<file path="config.mk">
export PLATFORM = sky130hd
export DESIGN_NAME = if_id_stage
export DESIGN_NICKNAME = d
export VERILOG_FILES = /design/src/rtl/rv_pkg.sv /design/src/rtl/imm_sel_dec.sv /design/src/rtl/if_id_stage.sv
export SDC_FILE = /design/constraint.sdc
export NUM_CORES = 1
export LEC_CHECK = 0
export BUFFER_PORTS_ARGS = -buffer_cell sky130_fd_sc_hd__buf_2
export CORE_MARGIN = 3
export CORE_UTILIZATION = 45
export DETAILED_ROUTE_END_ITERATION = 10
export GPL_TIMING_DRIVEN = 0
export MAX_ROUTING_LAYER = met4
export PLACE_DENSITY = 0.81
export SYNTH_ARGS = -nofsm -noshare
export SYNTH_HDL_FRONTEND = slang
export SYNTH_SLANG_ARGS = --single-unit
</file>
<file path="constraint.sdc">
create_clock -name clk -period 2.4 [get_ports clk]
set_input_delay 0.24 -clock clk [delete_from_list [all_inputs] [get_ports clk]]
set_output_delay 0.24 -clock clk [all_outputs]
set_load 0.005 [all_outputs]
</file>
<file path="src/rtl/rv_pkg.sv">
// rtl/rv_pkg.sv - shared RV32I opcodes, immediate-format selects and bubble encoding
package rv_pkg;

  localparam logic [6:0] OP_LOAD   = 7'b0000011;
  localparam logic [6:0] OP_IMM    = 7'b0010011;
  localparam logic [6:0] OP_STORE  = 7'b0100011;
  localparam logic [6:0] OP_BRANCH = 7'b1100011;
  localparam logic [6:0] OP_JAL    = 7'b1101111;
  localparam logic [6:0] OP_JALR   = 7'b1100111;
  localparam logic [6:0] OP_LUI    = 7'b0110111;
  localparam logic [6:0] OP_AUIPC  = 7'b0010111;
  localparam logic [6:0] OP_SYSTEM = 7'b1110011;

  localparam logic [2:0] IMM_I   = 3'b000;
  localparam logic [2:0] IMM_S   = 3'b001;
  localparam logic [2:0] IMM_B   = 3'b010;
  localparam logic [2:0] IMM_J   = 3'b011;
  localparam logic [2:0] IMM_U   = 3'b100;
  localparam logic [2:0] IMM_ISH = 3'b101;

  localparam logic [31:0] NOP_INS = 32'h0000_0013;

endpackage

</file>
<file path="src/rtl/imm_sel_dec.sv">
// rtl/imm_sel_dec.sv - combinational immediate-format select from a raw instruction word
module imm_sel_dec
  import rv_pkg::*;
(
  input  logic [31:0] ins,
  output logic [2:0]  imm_sel
);

  logic [6:0] opcode;
  logic [2:0] funct3;
  logic       unused_bits;

  assign opcode      = ins[6:0];
  assign funct3      = ins[14:12];
  assign unused_bits = ^{ins[31:15], ins[11:7]};

  always_comb begin
    imm_sel = IMM_I;
    case (opcode)
      // Shift-immediates carry a 5-bit shamt, not a sign-extended imm12.
      OP_IMM:           imm_sel = (funct3 == 3'b001 || funct3 == 3'b101) ? IMM_ISH : IMM_I;
      OP_LOAD, OP_JALR,
      OP_SYSTEM:        imm_sel = IMM_I;
      OP_STORE:         imm_sel = IMM_S;
      OP_BRANCH:        imm_sel = IMM_B;
      OP_JAL:           imm_sel = IMM_J;
      OP_LUI, OP_AUIPC: imm_sel = IMM_U;
      default:          imm_sel = IMM_I;
    endcase
  end

endmodule

</file>
<file path="src/rtl/if_id_stage.sv">
// rtl/if_id_stage.sv - PC register, instruction fetch and IF/ID pipeline register
module if_id_stage
  import rv_pkg::*;
#(
  parameter logic [31:0] RESET_PC = 32'h0000_0000,
  parameter logic [31:0] NOP_INS  = rv_pkg::NOP_INS
) (
  input  logic        clk,
  input  logic        rst,
  input  logic        stall,
  input  logic        flush,
  input  logic        redirect_valid,
  input  logic [31:0] redirect_pc,
  output logic [31:0] imem_addr,
  input  logic [31:0] imem_rdata,
  output logic        id_valid,
  output logic [31:0] id_pc,
  output logic [31:0] id_pc4,
  output logic [31:0] id_ins,
  output logic [2:0]  id_imm_sel
);

  logic [31:0] pc_q, pc_d, pc_plus4;
  logic        id_valid_q, id_valid_d;
  logic [31:0] id_pc_q, id_pc_d;
  logic [31:0] id_pc4_q, id_pc4_d;
  logic [31:0] id_ins_q, id_ins_d;
  logic [2:0]  id_imm_sel_q, id_imm_sel_d;
  logic [2:0]  dec_imm_sel;
  logic        unused_redirect_lsb;

  assign pc_plus4            = pc_q + 32'd4;
  assign imem_addr           = pc_q;
  assign unused_redirect_lsb = ^redirect_pc[1:0];

  imm_sel_dec u_imm_sel_dec (
    .ins     (imem_rdata),
    .imm_sel (dec_imm_sel)
  );

  always_comb begin
    pc_d = pc_plus4;
    if (redirect_valid) begin
      pc_d = {redirect_pc[31:2], 2'b00};
    end else if (stall) begin
      pc_d = pc_q;
    end
  end

  // imem_rdata only reaches the register on a capture cycle, so X from idle memory never leaks.
  always_comb begin
    id_valid_d   = id_valid_q;
    id_pc_d      = id_pc_q;
    id_pc4_d     = id_pc4_q;
    id_ins_d     = id_ins_q;
    id_imm_sel_d = id_imm_sel_q;
    if (redirect_valid || flush) begin
      id_valid_d   = 1'b0;
      id_ins_d     = NOP_INS;
      id_imm_sel_d = IMM_I;
    end else if (!stall) begin
      id_valid_d   = 1'b1;
      id_pc_d      = pc_q;
      id_pc4_d     = pc_plus4;
      id_ins_d     = imem_rdata;
      id_imm_sel_d = dec_imm_sel;
    end
  end

  always_ff @(posedge clk) begin
    if (rst) begin
      pc_q         <= RESET_PC;
      id_valid_q   <= 1'b0;
      id_pc_q      <= 32'd0;
      id_pc4_q     <= 32'd0;
      id_ins_q     <= NOP_INS;
      id_imm_sel_q <= IMM_I;
    end else begin
      pc_q         <= pc_d;
      id_valid_q   <= id_valid_d;
      id_pc_q      <= id_pc_d;
      id_pc4_q     <= id_pc4_d;
      id_ins_q     <= id_ins_d;
      id_imm_sel_q <= id_imm_sel_d;
    end
  end

  assign id_valid   = id_valid_q;
  assign id_pc      = id_pc_q;
  assign id_pc4     = id_pc4_q;
  assign id_ins     = id_ins_q;
  assign id_imm_sel = id_imm_sel_q;

endmodule

</file>
; ---- Yosys cells after proc, flatten, opt, wreduce, memory -nomap -nowiden
; Cells that the tools add are included.
[op_classes]
add_sub_neg = 1
eq_ne = 9
n_mux = 4
bitwise_logic = 2
n_reduce_logical = 6
[ops]
columns = operator, n
row1 = two-way mux 32 bit, 2
row2 = "adder 32 x 3 -> 32 bit, second input constant", 1
row3 = one-hot mux 3 bit (5 select lines), 1
row4 = "equality test 7 x 5 -> 1 bit, second input constant", 2
row5 = "equality test 7 x 6 -> 1 bit, second input constant", 2
row6 = "equality test 7 bit, second input constant", 2
row7 = OR reduction 2 bit, 3
row8 = "equality test 3 x 1 -> 1 bit, second input constant", 1
row9 = "equality test 3 bit, second input constant", 1
row10 = two-way mux 3 bit, 1
row11 = logical OR 1 bit, 2
row12 = "inequality test 2 x 1 -> 1 bit, second input constant", 1
row13 = inverter 1 bit, 2
row14 = AND reduction 2 bit, 1
[totals]
reg_bits = 132
inputBits = 69
out_inout_bits = 132
wordCells = 29

; ---- Logic depth before layout (Yosys ltp)
; Gate-level depths: netlist (run 1).
[depth]
word_depth = 4
mapped_depth = 7
depth_no_buf = 5

; ---- Hierarchy
; A second synthesis (run 1) with hierarchy kept.
[unflattened]
hier_cells = 671
area_unflattened_um2 = 5674.2
[by_module_without_submodules]
columns = module, instances, cells_per_inst, area_each_um2, seq_area_each_um2
row1 = if_id_stage, 1, 659, 5584.1, 2522.4
row2 = imm_sel_dec, 1, 12, 90.1, 0.0

; ---- Worst setup path before layout (run 1)
; No wires, ideal clock.
[synth_path]
path_type = register -> register
start = register pc_q[2] (netlist: imem_addr[2])
end = register id_pc4_q[24] (netlist: id_pc4[24])
setup_time_ns = 0.091
arrival_time_ns = 2.042
t_required_ns = 2.309
setup_slack_ns = 0.267
path_stages_with_launch = 7
path_buffers = 1
period_less_slack_ns = 2.133
cell_sequence = dfxtp_1 > ha_1 > nand3_2 > or3_1 > clkbuf_1 > or4_1 > a311oi_1
[synth_between]
elab_chain_cells = 1
[synth_rtl]
columns = element, line_no
row1 = "start, declared", if_id_stage.sv:23  ; logic [31:0] pc_q, pc_d, pc_plus4;
row2 = "start signal, assigned", if_id_stage.sv:79  ; pc_q <= pc_d;
row3 = adder 32 x 3 -> 32 bit, if_id_stage.sv:32  ; assign pc_plus4 = pc_q + 32'd4;
row4 = "end signal, assigned", if_id_stage.sv:82  ; id_pc4_q <= id_pc4_d;
row5 = "end, declared", if_id_stage.sv:26  ; logic [31:0] id_pc4_q, id_pc4_d;
; No other way between the ends.
; A chain may end at the register's enable or synchronous reset.

; ---- Final worst setup path (run 1)
[layout_path]
start = register pc_q[23] (netlist: imem_addr[23])
end = register id_pc4_q[31] (netlist: id_pc4[31])
; The elaborated chain is that of the path after synthesis.

==> results_dict.tcl, run 1 <==
set metrics [dict create \
    drt_wl_total_um 18500 \
    grt-ovfl-total 0 \
    instances_no_fill 1071 \
    syn_area_sq_um 5670 \
    grt_pass1_vias 5639 \
    cts_root_buf "clkbuf_16" \
    area_delta_synth_final_pct 33.4 \
    ys_seq_elements 126 \
    core_area_sq_um 12200 \
    skew_ns 0.00522 \
    cp_max_fo 9 \
    drive_above_1_share_pct 29.6 \
    numCtsBuffers 17 \
    p_leak_nw 3.18 \
    r2r_slack_ns 0.09 \
    tns_ns 0 \
    rows 40 \
    wire_per_inst_um 17.3 \
    clock_path_buffers 2 \
    ir_drop_v 0.000677 \
    fin_ws_ns 0.0885 \
    hpwl_um 13300 \
    die_area_sq_um 14000 \
    clock_latency_ns 0.42 \
    cts_tree "built" \
    io_pins 201 \
    fmax_ghz 0.433 \
    vias 5950 \
    netlist_instances 674 \
    drcViolationCount 0 \
    place_ws_ns -0.244 \
    drt_pass1_iterations 5 \
    clk_pin_slew_worst_paths_ns 0.06 \
    portBuffers 191 \
    fin_crit_sh_pct 96.3 \
    rsz0062_at_grt "true" \
    syn-mean-instance-area_sq_um 8.41 \
    grt_first_pass_wirelength_um 29200 \
    die_h_um 118 \
    fin_nets 960 \
    final_area_sq_um 7560 \
    endpoint_kind "flip-flop" \
    routabilityCongestion 0.904 \
    grtUsageTotal_pct 26.8 \
    start_util_pct 46.6 \
    crit_path_start_kind "flip-flop" \
    synth_enable_flop_cells 0 \
    period_needed_ns 2.31 \
    final_core_util_pct 62.2 \
    antenna_found_initial 0 \
    clock-sinks 126 \
    setup_viol 0 \
    routed_via_density 5.56 \
    yosys_most_used_dff "dfxtp_1" \
    final_antenna_net_count 0 \
    place_area_sq_um 6860 \
    tightestPinTransition_ns 0.782 \
    drt_iter0_markers 489 \
    yosysWarnings 0 \
    hold_class "primary input to flip-flop" \
    cp.required_ns 2.73 \
    dp_cells 1038 \
    synth_seq_area_share_pct 44.5 \
    cts_hold_buf 0 \
    worst_ep_arrival_time_ns 2.64 \
    p_per_area_nw_per_um2 699 \
    slew_violations 0 \
    die_w_um 118 \
    relSlewSlack_pct 47.4 \
    whs_ns 0.0528 \
    outcome "complete, no violations" \
    maxCapViolCount 0 \
    power_mw 5.29 \
    htree_levels 4 \
    grt_max_degree 17 \
    worstSetupPathType "flip-flop to flip-flop" \
    finalHoldViolCount 0 \
    async_reset_ff_share_pct 0 \
    antennaDiodeCount 0 \
    ys_types 45 \
]
where the power goes:
part	total [mW]	leakage (nW)	internal, mW	switching, mW
Sequential	2.26	1.03	2.18	0.0815
Combinational	0.548	1.87	0.231	0.317
Clock	2.48	0.284	1.55	0.932
Total	5.29	3.18	3.96	1.33
critical path, cell delays in order, from the launching register on:
cell and delay (ns):
dfxtp_1 0.32, clkbuf_4 0.22, nand4_4 0.15, or4_1 0.55, buf_2 0.18, or4_1 0.52
a311oi_2 0.28
synth_stat cells, types with 4 or more instances:
master / n / area [sq um]
inv_1: 12 / 45.0
or3_1: 14 / 87.6
buf_4: 7 / 52.6
nand2_1: 85 / 319
a31oi_1: 7 / 43.8
a2111oi_0: 6 / 52.6
clkbuf_2: 5 / 25.0
or4_1: 12 / 90.1
o21bai_1: 4 / 30.0
nor3_1: 14 / 70.1
xnor2_1: 22 / 193
a311oi_1: 12 / 105
a21oi_1: 42 / 210
buf_2: 9 / 45.0
clkbuf_1: 47 / 176
nor2_1: 79 / 297
a211oi_1: 35 / 263
nor4_1: 21 / 131
and4_1: 8 / 70.1
o21ai_0: 12 / 60.1
o31ai_1: 9 / 67.6
nand4_1: 6 / 37.5
nand4b_1: 4 / 35.0
dfxtp_1: 126 / 2520
nand3_1: 7 / 35.0
mux2i_1: 32 / 320
what timing repair did:
action / CTS / global route
buffers inserted: 0 / 3
endpoints found under the setup margin: 7 / 17
hold endpoints to repair: 0 / 0
gates resized for setup: 3 / 18
pin swaps: 0 / 2
placed cells by master, fill, tap and decap left out, types with 10 or more instances in the layout:
master and count:
nor4_1 19, clkbuf_16 17, xnor2_1 22, a21oi_1 42, nor2_1 79, buf_4 10
mux2i_1 32, a211oi_1 35, nor3_1 13, or4_1 12, nand2_1 85, dfxtp_1 123
buf_2 199, or3_1 14, inv_1 12, o21ai_0 12, a311oi_1 10, clkbuf_1 45
sequential cells by signal, summed over array words and instances, names as in the netlist:
| name | count |
|---|---|
| id_pc | 30 |
| id_pc4 | 30 |
| id_imm_sel | 3 |
| id_valid | 1 |
| imem_addr | 30 |
| id_ins | 32 |
cell type report:
class,instances,area [sq um]
well taps,168,210
clock buffers,22,494
multi-input cells,469,2910
plain buffers,69,308
fillers,1082,4600
flip-flops and latches,126,2530
repair buffers,194,978
inverters,13,48.8
clock inverters,10,86.3
cell families (layout without fill, tap and decap cells):
kind of cell,Yosys count,after routing,share of synthesized area (%)
and+or+nand+nor,270,270,23.5
AOI/OAI and AO/OA,135,135,15.9
DFF,126,126,44.5
buffers and inverters,84,308,6.33
muxes,32,32,5.65
xor gates and xnor gates,25,25,3.86
adders and majority gates,1,1,0.221
other,1,6,0.0661
path summary, 6_finish.rpt:
path	start	to	cells after the start
worst max-delay path	imem_addr[23]	id_pc4[31]	6
worst min-delay path	imem_rdata[11]	id_ins[11]	3
worst max register to register	imem_addr[23]	id_pc4[31]	6
worst min register to register	id_valid	id_valid	2
routing by layer:
metal	vias up	GRT usage (%)	routed length, um
met1	2727	32.9	7440
met3	39	9.23	1950
li1	2846	-	-
met4	0	10.8	484
met5	-	-	0
met2	338	40.4	8610
No activity file was read; power rests on OpenSTA's default activity.
==> run 2, diff against run 1 <==
--- a/config.mk
+++ b/config.mk
@@ -6,8 +6,10 @@
 export NUM_CORES = 1
 export LEC_CHECK = 0
 export BUFFER_PORTS_ARGS = -buffer_cell sky130_fd_sc_hd__buf_2
+export CAP_MARGIN = 20
 export CORE_MARGIN = 3
 export CORE_UTILIZATION = 45
+export CTS_CLUSTER_SIZE = 25
 export DETAILED_ROUTE_END_ITERATION = 10
 export GPL_TIMING_DRIVEN = 0
 export MAX_ROUTING_LAYER = met4
==> constraint.sdc (replaced) <==
create_clock -name clk -period 2.45 [get_ports clk]
set_input_delay 0.245 -clock clk [delete_from_list [all_inputs] [get_ports clk]]
set_output_delay 0.245 -clock clk [all_outputs]
set_load 0.005 [all_outputs]
==> run 2 against run 1 <==
Register-to-register slack about the same. Maximum frequency decreased by 2.6%. Clock-buffer cell count unchanged. Setup slack got worse by 0.012 ns. Non-clock buffer count decreased by 1. Routed wire length is 0.92% lower.
==> results_dict.tcl, run 2 (same netlist as run 1, synthesis figures left out) <==
set metrics [dict create \
    instances_no_fill 1070 \
    cp.required_ns 2.72 \
    power_mw 5.18 \
    tightestPinTransition_ns 0.796 \
    final_area_sq_um 7500 \
    fin_crit_sh_pct 96.9 \
    maxCapViolCount 0 \
    fin_ws_ns 0.0762 \
    final_antenna_net_count 0 \
    clock-sinks 126 \
    rows 40 \
    clock_path_buffers 2 \
    numCtsBuffers 17 \
    fmax_ghz 0.421 \
    antenna_found_initial 0 \
    grt_first_pass_wirelength_um 29200 \
    worstHoldStart "imem_rdata[11]" \
    place_ws_ns -0.194 \
    routabilityCongestion 0.904 \
    holdPathEnd "id_ins[11]" \
    die_w_um 118 \
    core_area_sq_um 12200 \
    clk_pin_slew_worst_paths_ns 0.06 \
    post_cts_buffers 0 \
    area_delta_synth_final_pct 32.3 \
    drt_wl_total_um 18300 \
    crit_path_start_kind "flip-flop" \
    final_cell_mix "200 x buf_2, 123 x dfxtp_1, 85 x nand2_1, 79 x nor2_1, 46 x clkbuf_1" \
    largest_reg_flops 32 \
    hold_class "primary input to flip-flop" \
    worstSetupPathType "flip-flop to flip-flop" \
    rsz0062_at_grt "true" \
    setup_viol 0 \
    drt_pass1_iterations 5 \
    place_area_sq_um 6860 \
    htree_levels 4 \
    routed_via_density 5.52 \
    io_pins 201 \
    ir_drop_v 0.000663 \
    slew_violations 0 \
    cts_root_buf "clkbuf_16" \
    worst_ep_arrival_time_ns 2.64 \
    drcViolationCount 0 \
    grt_max_degree 17 \
    r2r_start "imem_addr[16]" \
    final_common_cell "buf_2" \
    antennaDiodeCount 0 \
    hold_depth 3 \
    outcome "complete, no violations" \
    finalHoldViolCount 0 \
    wire_per_inst_um 17.1 \
    clock_latency_ns 0.42 \
    grt-ovfl-total 0 \
    r2r_end "imem_addr[23]" \
    hpwl_um 13300 \
    fin_nets 959 \
    cp_max_fo 10 \
    relSlewSlack_pct 46.5 \
    r2r_slack_ns 0.08 \
    skew_ns 0.00547 \
    endpoint_kind "flip-flop" \
    dp_cells 1038 \
    portBuffers 191 \
    p_leak_nw 3.14 \
    die_h_um 118 \
    grt_pass1_vias 5644 \
    drive_above_1_share_pct 29.2 \
    grtUsageTotal_pct 26.8 \
    cts_tree "built" \
    period_needed_ns 2.37 \
    drt_iter0_markers 395 \
    die_area_sq_um 14000 \
    start_util_pct 46.6 \
    reg2reg_depth 6 \
    p_per_area_nw_per_um2 690 \
    whs_ns 0.0582 \
    vias 5904 \
]
## run 2: how the worst max path moves through the flow
| stage | startpoint | to | cells after the start | slack (ns) |
|---|---|---|---|---|
| final | imem_addr[16] | imem_addr[23] | 6 | 0.08 |
| after detailed placement | imem_addr[16] | imem_addr[25] | 5 | -0.19 |
| after floorplan | imem_addr[2] | id_pc4[24] | 6 | 0.32 |
| after global placement | imem_addr[16] | imem_addr[25] | 5 | -0.07 |
| after global routing | imem_addr[6] | imem_addr[25] | 5 | -0.05 |
| after CTS | imem_addr[2] | id_pc4[24] | 6 | 0.05 |
## run 2: area by class of cell
class	instances	area, sq um
Fill cell	1084	4660
Sequential cell	126	2530
Tap cell	168	210
Inverter	13	48.8
Clock inverter	10	86.3
Timing Repair Buffer	191	956
Multi-Input combinational cell	469	2870
Clock buffer	22	494
Buffer	71	314
## run 2: worst max-delay path, cell delays in order (launching register included)
cell	delay, ns
dfxtp_1	0.33
clkbuf_2	0.23
nand4_1	0.32
or4_1	0.60
clkbuf_1	0.26
o31ai_1	0.34
a311oi_1	0.15
## run 2: power by group
group | internal [mW] | total, mW | leakage, nW | switching, mW
Clock | 1.52 | 2.44 | 0.284 | 0.917
Combinational | 0.226 | 0.535 | 1.83 | 0.309
Sequential | 2.13 | 2.21 | 1.03 | 0.0749
Total | 3.88 | 5.18 | 3.14 | 1.30
## run 2: timing repair
action | CTS | global route
setup endpoints to repair | 2 | 10
resized for setup | 3 | 12
cloned | 0 | 0
hold buffers | 0 | 0
## run 2: per-stage QoR
step           util (%)  setup TNS (ns)
3_3_place_gp       56.4         -0.0678
3_5_place_dp       56.4          -0.218
4_1_cts            61.3               0
6_report           61.7               0
5_1_grt            61.7          -0.115
2_1_floorplan         -               0
## run 2: routing by layer
layer	vias up	wire length, um	GRT usage (%)
met1	2711	7530	32.8
met5	-	0	-
met4	0	503	10.8
met2	316	8440	40.4
met3	42	1840	9.38
li1	2835	-	-
